--- src/rtl/dl_fec_pkg.sv ---
// rtl/dl_fec_pkg.sv - shared state type and CRC/length helpers for the FEC frame encoder
package dl_fec_pkg;

  typedef enum logic [1:0] {
    ST_IDLE,
    ST_CRC,
    ST_PAR,
    ST_HOLD
  } state_t;

  localparam int CRC_MAX_W = 32;

  // One MSB-first CRC bit update; bits at and above width are cleared.
  function automatic logic [CRC_MAX_W-1:0] crc_step(
    input logic [CRC_MAX_W-1:0] crc,
    input logic                 din,
    input logic [CRC_MAX_W-1:0] poly,
    input int                   width
  );
    logic                 fb;
    logic [CRC_MAX_W-1:0] nxt;
    logic [CRC_MAX_W-1:0] mask;
    logic [CRC_MAX_W-1:0] top;
    mask = '0;
    top  = '0;
    for (int i = 0; i < CRC_MAX_W; i++) begin
      if (i < width) mask[i] = 1'b1;
      if (i == width - 1) top[i] = 1'b1;
    end
    fb  = (|(crc & top)) ^ din;
    nxt = (crc << 1) ^ (fb ? poly : '0);
    return nxt & mask;
  endfunction

  function automatic logic len_is_legal(input int len, input int max_len);
    return (len >= 1) && (len <= max_len);
  endfunction

endpackage

--- src/rtl/dl_fec_crc_serial.sv ---
// rtl/dl_fec_crc_serial.sv - sequential CRC over the first len bytes, BITS_PER_CYCLE bits per clock
// done is combinational on the final step so the caller can leave its CRC state on that edge.
module dl_fec_crc_serial
  import dl_fec_pkg::*;
#(
  parameter int               NUM_BYTES      = 7,
  parameter int               BYTE_W         = 8,
  parameter int               CRC_W          = 8,
  parameter logic [CRC_W-1:0] CRC_POLY       = 8'h07,
  parameter logic [CRC_W-1:0] CRC_SEED       = 8'h00,
  parameter int               BITS_PER_CYCLE = 8,
  parameter int               LEN_W          = $clog2(NUM_BYTES + 1)
) (
  input  logic                        clk,
  input  logic                        rst_n,
  input  logic                        load,
  input  logic                        step,
  input  logic [LEN_W-1:0]            len,
  input  logic [NUM_BYTES*BYTE_W-1:0] data,
  output logic [CRC_W-1:0]            crc,
  output logic                        done
);

  localparam int CHUNKS     = BYTE_W / BITS_PER_CYCLE;
  localparam int BYTE_IDX_W = (NUM_BYTES > 1) ? $clog2(NUM_BYTES) : 1;
  localparam int CHUNK_W    = (CHUNKS > 1) ? $clog2(CHUNKS) : 1;

  logic [BYTE_IDX_W-1:0]     byte_idx;
  logic [CHUNK_W-1:0]        chunk_idx;
  logic [BITS_PER_CYCLE-1:0] chunk_bits;
  logic [CRC_W-1:0]          crc_next;
  logic [CRC_MAX_W-1:0]      step_res;
  logic                      last_chunk;
  logic                      last_byte;

  assign last_chunk = (int'(chunk_idx) == CHUNKS - 1);
  assign last_byte  = (int'(byte_idx) == int'(len) - 1);
  assign done       = step && last_chunk && last_byte;

  // Chunk c of a byte covers its bits from the MSB downward.
  always_comb begin
    chunk_bits = '0;
    for (int b = 0; b < NUM_BYTES; b++) begin
      for (int c = 0; c < CHUNKS; c++) begin
        if (int'(byte_idx) == b && int'(chunk_idx) == c)
          chunk_bits = data[b*BYTE_W + BYTE_W - (c+1)*BITS_PER_CYCLE +: BITS_PER_CYCLE];
      end
    end
    crc_next = crc;
    step_res = '0;
    for (int i = BITS_PER_CYCLE - 1; i >= 0; i--) begin
      step_res = crc_step(CRC_MAX_W'(crc_next), chunk_bits[i], CRC_MAX_W'(CRC_POLY), CRC_W);
      crc_next = step_res[CRC_W-1:0];
    end
  end

  always_ff @(posedge clk or negedge rst_n) begin
    if (!rst_n) begin
      crc       <= '0;
      byte_idx  <= '0;
      chunk_idx <= '0;
    end else if (load) begin
      crc       <= CRC_SEED;
      byte_idx  <= '0;
      chunk_idx <= '0;
    end else if (step) begin
      crc <= crc_next;
      if (last_chunk) begin
        chunk_idx <= '0;
        byte_idx  <= byte_idx + BYTE_IDX_W'(1);
      end else begin
        chunk_idx <= chunk_idx + CHUNK_W'(1);
      end
    end
  end

endmodule

--- src/rtl/dl_fec_frame_enc.sv ---
// rtl/dl_fec_frame_enc.sv - runtime-length frame CRC plus 2-D parity block with valid/ready result hold
// Optional DL_FEC_ERR_INJ_EN: inj_mask corrupts crc_out only; parity always uses the true CRC.
module dl_fec_frame_enc
  import dl_fec_pkg::*;
#(
  parameter int               NUM_BYTES      = 7,
  parameter int               BYTE_W         = 8,
  parameter int               CRC_W          = 8,
  parameter logic [CRC_W-1:0] CRC_POLY       = 8'h07,
  parameter logic [CRC_W-1:0] CRC_SEED       = 8'h00,
  parameter int               BITS_PER_CYCLE = 8,
  localparam int              LEN_W          = $clog2(NUM_BYTES + 1)
) (
  input  logic                        clk,
  input  logic                        rst_n,
  input  logic                        start,
  input  logic [LEN_W-1:0]            len,
  input  logic [NUM_BYTES*BYTE_W-1:0] data_in,
`ifdef DL_FEC_ERR_INJ_EN
  input  logic [CRC_W-1:0]            inj_mask,
`endif
  output logic                        busy,
  output logic                        err,
  output logic                        out_valid,
  input  logic                        out_ready,
  output logic [CRC_W-1:0]            crc_out,
  output logic [NUM_BYTES:0]          row_p,
  output logic [BYTE_W-1:0]           col_p
);

  state_t                      state;
  logic [NUM_BYTES*BYTE_W-1:0] cap_data;
  logic [LEN_W-1:0]            cap_len;
  logic [CRC_W-1:0]            crc;
  logic [CRC_W-1:0]            crc_final;
  logic                        crc_done;
  logic                        len_ok;
  logic                        accept;
  logic                        load;
  logic [NUM_BYTES:0]          row_p_next;
  logic [BYTE_W-1:0]           col_p_next;

  assign len_ok = len_is_legal(int'(len), NUM_BYTES);
  assign accept = start && ((state == ST_IDLE) || (state == ST_HOLD && out_ready));
  assign load   = accept && len_ok;

  dl_fec_crc_serial #(
    .NUM_BYTES      (NUM_BYTES),
    .BYTE_W         (BYTE_W),
    .CRC_W          (CRC_W),
    .CRC_POLY       (CRC_POLY),
    .CRC_SEED       (CRC_SEED),
    .BITS_PER_CYCLE (BITS_PER_CYCLE),
    .LEN_W          (LEN_W)
  ) u_crc (
    .clk   (clk),
    .rst_n (rst_n),
    .load  (load),
    .step  (state == ST_CRC),
    .len   (cap_len),
    .data  (cap_data),
    .crc   (crc),
    .done  (crc_done)
  );

`ifdef DL_FEC_ERR_INJ_EN
  logic [CRC_W-1:0] inj_q;

  always_ff @(posedge clk or negedge rst_n) begin
    if (!rst_n)    inj_q <= '0;
    else if (load) inj_q <= inj_mask;
  end

  assign crc_final = crc ^ inj_q;
`else
  assign crc_final = crc;
`endif

  // Rows at or beyond the captured length contribute nothing; the CRC is the last row.
  always_comb begin
    row_p_next            = '0;
    row_p_next[NUM_BYTES] = ^crc;
    col_p_next            = crc;
    for (int r = 0; r < NUM_BYTES; r++) begin
      if (r < int'(cap_len)) begin
        row_p_next[r] = ^cap_data[r*BYTE_W +: BYTE_W];
        col_p_next    = col_p_next ^ cap_data[r*BYTE_W +: BYTE_W];
      end
    end
  end

  always_ff @(posedge clk or negedge rst_n) begin
    if (!rst_n) begin
      state     <= ST_IDLE;
      busy      <= 1'b0;
      err       <= 1'b0;
      out_valid <= 1'b0;
      crc_out   <= '0;
      row_p     <= '0;
      col_p     <= '0;
      cap_data  <= '0;
      cap_len   <= '0;
    end else begin
      err <= 1'b0;
      case (state)
        ST_CRC: begin
          if (crc_done) state <= ST_PAR;
        end
        ST_PAR: begin
          state     <= ST_HOLD;
          out_valid <= 1'b1;
          crc_out   <= crc_final;
          row_p     <= row_p_next;
          col_p     <= col_p_next;
        end
        default: begin
          if (state == ST_HOLD && out_ready) begin
            state     <= ST_IDLE;
            busy      <= 1'b0;
            out_valid <= 1'b0;
          end
          // A back-to-back start overrides the return to IDLE above.
          if (accept) begin
            if (len_ok) begin
              cap_data <= data_in;
              cap_len  <= len;
              state    <= ST_CRC;
              busy     <= 1'b1;
            end else begin
              err <= 1'b1;
            end
          end
        end
      endcase
    end
  end

endmodule

--- config.mk ---
export PLATFORM = sky130hd
export DESIGN_NAME = dl_fec_frame_enc
export DESIGN_NICKNAME = d
export VERILOG_FILES = /design/src/rtl/dl_fec_pkg.sv /design/src/rtl/dl_fec_crc_serial.sv /design/src/rtl/dl_fec_frame_enc.sv
export SDC_FILE = /design/constraint.sdc
export NUM_CORES = 1
export LEC_CHECK = 0
export BUFFER_PORTS_ARGS = -buffer_cell sky130_fd_sc_hd__buf_4
export CAP_MARGIN = 20
export CORE_ASPECT_RATIO = 0.7
export CORE_MARGIN = 4
export CORE_UTILIZATION = 38
export CTS_CLUSTER_DIAMETER = 100
export DETAILED_ROUTE_END_ITERATION = 16
export SLEW_MARGIN = 10
export SYNTH_ARGS = -nofsm -noshare
export SYNTH_HDL_FRONTEND = slang
export SYNTH_HIERARCHICAL = 1
export SYNTH_SLANG_ARGS = --single-unit
--- constraint.sdc ---
create_clock -name clk -period 3 [get_ports clk]
set_input_delay 0.45 -clock clk [delete_from_list [all_inputs] [get_ports clk]]
set_output_delay 0.45 -clock clk [all_outputs]
set_load 0.03 [all_outputs]
==> flow_metrics.tcl, run 1 <==
set metrics [dict create \
    worstPathArrival_ps 3120 \
    viasPerCell 5.34 \
    die_h_um 121 \
    synth.area.top_cells "dfrtp_1 (36%), mux2_2 (11%), xnor2_1 (10%), xor2_1 (4.6%), a21oi_1 (3.4%)" \
    yosysTopAreaCellShare 0.355 \
    syn_area_per_cell_um2 10.0 \
    path_delay_family "compound AO/OA/AOI/OAI gates" \
    fmax_ghz 0.348 \
    slew_violations 0 \
    critPathBufInv 1 \
    cpMaxStageDelayCell "dfrtp_1" \
    grtUsageTotal 0.192 \
    yosys_warnings 6 \
    grt_overflow 0 \
    ys.flop_type "dfrtp_1" \
    io_buffers 89 \
    cts_buffer_depth 2 \
    grt_max_degree 55 \
    relSlewSlack 0.561 \
    netlist_area_um2 6980 \
    vias 5501 \
    cts-root-buf "clkbuf_16" \
    outcome "completed" \
    worst_ep_required_time_ps 3250 \
    setup_viol 0 \
    ant_nets 0 \
    tns_ps 0 \
    final-seq-area_um2 2480 \
    crit_path_end_kind "register" \
    critPathLaunchType "register" \
    synth_cells 697 \
    max_stage_delay_ps 420 \
    synth_edf_count 0 \
    cp_cell_sequence "ha_1 > ha_2 > buf_4 > nor2b_1 > a211o_1 > a211o_1 > xor2_2 > xnor2_2 > xnor2_1 > a21oi_1 > a31o_1" \
    worstSetupPathType "reg -> reg" \
    cp_max_fo 10 \
    drc_errors 0 \
    multi_input_area_um2 4120 \
    post-dp-hpwl_mm 14.9 \
    path_clk_slew_ps 70 \
    dr.pass1.iters 5 \
    cts_tree "done" \
    postCtsSetupRepairBufs 0 \
    finalHoldViolCount 0 \
    nets 861 \
    core.rowCount 41 \
    drive_gt1_frac 0.298 \
    wl_per_cell_um 18.9 \
    grt_pass1_vias 5283 \
    ys_seq_elements 99 \
    hp-class "in -> async" \
    cpMostUsedCell "a211o_1" \
    worst_slew_pin_slew_ps 658 \
    initial_utilization 0.387 \
    grt_setup_unrepaired "false" \
    cts_htree_levels 3 \
    core-area_um2 18000 \
    synth.distinct_cells 68 \
    drt_iter0_drc 498 \
    synth_nets 770 \
    drv_cap 0 \
    period_minus_slack_ps 2870 \
    gp_congestion 0.937 \
    synth_area_leader_cell "dfrtp_1" \
    fin_worst_skew_ps 7.64 \
    grt_antenna_before_repair 0 \
    drt_wl_total_mm 19.4 \
    grt_pass1_wl_mm 30.7 \
    cts.sinks 99 \
    n_fill_cell 1728 \
    pin_count 90 \
    cts-buffers-inserted 9 \
    fin_crit_sh 0.958 \
    async_flop_share 1.00 \
    synthToLayoutAreaGrowth_pct 18.0 \
    clkLatencyLatePin_ps 350 \
    seq_area_frac_synth 0.355 \
    dieArea_um2 20600 \
    fp.dieW_um 170 \
]
## cell usage after synthesis, types with 2 or more instances
cell / count
o211ai_1: 10
ha_1: 10
or2_2: 3
buf_4: 7
a211o_1: 4
nand2b_1: 8
a22o_1: 9
mux2i_1: 4
dfrtp_1: 99
a211oi_2: 2
buf_6: 16
a31o_1: 2
nand3b_1: 17
o21ai_2: 2
nor2_1: 35
o22ai_1: 2
nor2b_1: 23
a221oi_1: 3
xor2_1: 37
xnor2_2: 3
a21oi_1: 47
o2bb2ai_1: 8
inv_1: 20
mux2_2: 66
a31o_2: 2
buf_1: 2
nand2_1: 37
nor3_1: 4
o32ai_1: 3
and2_1: 11
o21ai_0: 23
clkbuf_1: 10
a211oi_1: 8
buf_2: 9
a31oi_1: 9
nand3_1: 12
nand4_1: 3
a32o_1: 7
or3_1: 2
nor3b_1: 10
xnor2_1: 81
## kinds of logic (layout without fill, tap and decap cells)
| group | after synthesis | after routing | share of synthesized area |
|---|---|---|---|
| flops | 99 | 99 | 0.355 |
| xor+xnor | 123 | 123 | 0.162 |
| simple gates | 171 | 171 | 0.132 |
| buf+inv | 66 | 162 | 0.0586 |
| fa+ha+maj | 10 | 10 | 0.0179 |
| other cells | 0 | 1 | 0 |
| compound gates | 158 | 158 | 0.162 |
| mux | 70 | 70 | 0.112 |
## worst reg2reg max path, stage by stage, from the launching register on
cell and delay (ps):
dfrtp_1 420, ha_1 230, ha_2 240, buf_4 190, nor2b_1 130, a211o_1 270
a211o_1 390, xor2_2 190, xnor2_2 170, xnor2_1 240, a21oi_1 110, a31o_1 190
## cell type report
class / instances / share of cell area
Multi-Input combinational cell: 532 / 0.501
Sequential cell: 99 / 0.301
Timing Repair Buffer: 125 / 0.117
Tap cell: 236 / 0.0359
Clock buffer: 10 / 0.0278
Inverter: 21 / 0.00958
Clock inverter: 6 / 0.00790
Antenna cell: 1 / 0.000304
## layout by cell type (no fill, tap or decap), types with 3 or more instances in the layout
master and n:
buf_4 123, o211ai_1 10, ha_1 8, or2_2 3
nand2b_1 8, xnor2_1 81, dfrtp_1 99, nand3b_1 17
o2bb2ai_1 8, a22o_1 9, mux2_2 66, a31oi_1 9
nor2_1 35, clkbuf_16 9, nand4_1 3, mux2i_1 4
a211oi_1 8, xor2_1 36, inv_1 20, nor3b_1 10
nand2_1 37, a211o_1 4, nand3_1 12, nor3_1 4
xnor2_2 3, nor2b_1 23, a32o_1 7, o21ai_0 23
and2_1 11, a21oi_1 46
## final timing paths
check	from	endpoint	slack, ps	depth (start not counted)
worst max-delay path	u_crc/byte_idx[0]	u_crc/crc[2]	130	11
worst min-delay path	rst_n	row_p[0]	130	1
worst max register to register	u_crc/byte_idx[0]	u_crc/crc[2]	130	11
worst min register to register	out_valid	out_valid	510	2
max in group asynchronous	rst_n	cap_data[45]	2170	2
min in group clk	len[0]	cap_len[0]	320	2
## through the flow
stage                     std cells   util  setup slack (ps)  area [µm²]  hold WS (ps)
final                          1030  0.457               127        8230           132
after global routing           1029  0.457              5.33        8230           168
after CTS                      1029  0.455              34.8        8200           152
after detailed placement       1013  0.439              41.2        7910           501
after global placement         1013  0.439               118        7910           491
after floorplan                 697      -               237        6980           154
## layer usage
layer  vias up  routed length, µm  global-route usage
met5         -                  0                   0
met4         0                172              0.0334
met3        17               1500              0.0514
met2       180               7700               0.266
met1      2664              10000               0.301
li1       2640                  -                   -
## sequential cells by signal, indices dropped and copies added, names as in the netlist
signal and flops:
cap_len 3, out_valid 1, cap_data 56, err 1, u_crc/byte_idx 3, crc_out 8
col_p 8, busy 1, row_p 8, u_crc/crc 8, state 2
## what timing repair did
item                                    4_1_cts  5_1_grt
endpoints found under the setup margin        0        6
hold buffers                                  0        0
gates resized for setup                       0        6
Power of run 1 is not shown: default switching activity piles up to over one toggle a cycle in this logic, so the estimate is an artifact.
==> inputs of run 2 (changes only) <==
--- a/config.mk
+++ b/config.mk
@@ -7,11 +7,14 @@
 export LEC_CHECK = 0
 export BUFFER_PORTS_ARGS = -buffer_cell sky130_fd_sc_hd__buf_4
 export CAP_MARGIN = 20
+export CELL_PAD_IN_SITES_DETAIL_PLACEMENT = 1
+export CELL_PAD_IN_SITES_GLOBAL_PLACEMENT = 1
 export CORE_ASPECT_RATIO = 0.7
 export CORE_MARGIN = 4
 export CORE_UTILIZATION = 38
 export CTS_CLUSTER_DIAMETER = 100
 export DETAILED_ROUTE_END_ITERATION = 16
+export PLACE_DENSITY_LB_ADDON = 0.1
 export SLEW_MARGIN = 10
 export SYNTH_ARGS = -nofsm -noshare
 export SYNTH_HDL_FRONTEND = slang
==> run 2 against run 1 <==
Against the previous run:
- first-iteration DRC count shrank 32%
- highest routed layer unchanged
- critical endpoint is now u_crc/crc[3]
- design area increased by 0.20%
- sequential share of layout area hardly changed
- flip-flop and latch count did not move
==> flow_metrics.tcl, run 2 (synthesis gave the netlist of run 1 again) <==
set metrics [dict create \
    viasPerCell 5.46 \
    cts.sinks 99 \
    fin_crit_sh 0.972 \
    n_fill_cell 2046 \
    tns_ps 0 \
    core-area_um2 18000 \
    gp_congestion 0.896 \
    critPathLaunchType "register" \
    worstSetupPathType "reg -> reg" \
    cts-root-buf "clkbuf_16" \
    cts-buffers-inserted 9 \
    drt_iter0_drc 341 \
    worstPathArrival_ps 3150 \
    cts_buffer_depth 2 \
    crit_path_end_kind "register" \
    outcome "completed" \
    hold-worst-slack_ps 227 \
    cts_htree_levels 3 \
    core.rowCount 41 \
    cts_tree "done" \
    grt_pass1_vias 5845 \
    post-dp-hpwl_mm 17.4 \
    final_cell_mix "buf_4 (125), dfrtp_1 (98), xnor2_1 (81), mux2_2 (66), a21oi_1 (45)" \
    grt_overflow 0 \
    synthToLayoutAreaGrowth_pct 18.2 \
    setup_viol 0 \
    path_clk_slew_ps 70 \
    ant_nets 0 \
    largest_reg_flops 56 \
    fmax_ghz 0.343 \
    drt_wl_total_mm 22.5 \
    vias 5628 \
    drive_gt1_frac 0.303 \
    worst_slew_pin_slew_ps 922 \
    grt_pass1_wl_mm 34.9 \
    nets 864 \
    grt_antenna_before_repair 1 \
    clkLatencyLatePin_ps 360 \
    period_minus_slack_ps 2910 \
    holdBufCountCts 0 \
    final_common_cell "buf_4" \
    pin_count 90 \
    hp-class "in -> async" \
    wl_per_cell_um 21.8 \
    slew_violations 0 \
    dr.pass1.iters 4 \
    initial_utilization 0.387 \
    top_register "cap_data" \
    grt_max_degree 72 \
    die_h_um 121 \
    grt_setup_unrepaired "false" \
    drc_errors 0 \
    diodes 0 \
    cp_max_fo 26 \
    io_buffers 89 \
    drv_cap 0 \
    relSlewSlack 0.385 \
    worst_ep_required_time_ps 3240 \
    fin_worst_skew_ps 8.42 \
    dieArea_um2 20600 \
    finalHoldViolCount 0 \
    grtUsageTotal 0.223 \
    fp.dieW_um 170 \
]
[run 2: metal layers]
layer  global-route usage  up-vias  wire length, µm
li1                     -     2641                -
met1                0.339     2827            11300
met2                0.322      141             9610
met3               0.0449       19             1220
met4               0.0544        0              360
met5                    0        -                0
[run 2: area by class of cell]
cell class                      instances  area [µm²]  area share
Clock buffer                           11         233      0.0282
Inverter                               21        78.8     0.00956
Sequential cell                        99        2480       0.301
Clock inverter                          4        28.8     0.00349
Tap cell                              236         295      0.0358
Timing Repair Buffer                  128         990       0.120
Multi-Input combinational cell        532        4140       0.502
[run 2: worst max-delay path, stage by stage, from the launching register on]
cell       delay (ps)
dfrtp_1           420
inv_1             110
ha_1              270
buf_12            180
a211oi_2          200
o2bb2ai_1         110
o32ai_2           310
buf_4             190
xor2_1            180
xnor2_1           190
xnor3_1           450
mux2i_1           140
nor2_1             50
[run 2: repair_timing]
item / CTS / global route
buffers inserted: 0 / 1
pin swaps: 0 / 1
gates resized for setup: 5 / 7
setup endpoints to repair: 3 / 6
[run 2: worst paths after layout]
kind,from,end,slack [ps],cells after the start
worst max register to register,u_crc/byte_idx[0],u_crc/crc[3],90,12
worst min register to register,row_p[4],row_p[4],510,1
worst min-delay path,rst_n,col_p[1],230,1
max in group asynchronous,rst_n,cap_data[9],2000,2
min in group clk,data_in[46],cap_data[46],320,2
worst max-delay path,u_crc/byte_idx[0],u_crc/crc[3],90,12
[run 2: stage by stage]
step            util  std cells  setup WS [ps]  instance area (µm²)
6_report       0.458       1031           85.1                 8250
3_5_place_dp   0.440       1015           -149                 7920
5_1_grt        0.458       1031          0.671                 8250
4_1_cts        0.456       1030           52.3                 8210
2_1_floorplan      -        697            237                 6980
3_3_place_gp   0.440       1015          -21.5                 7920
Power of run 2 is left out for the same reason.
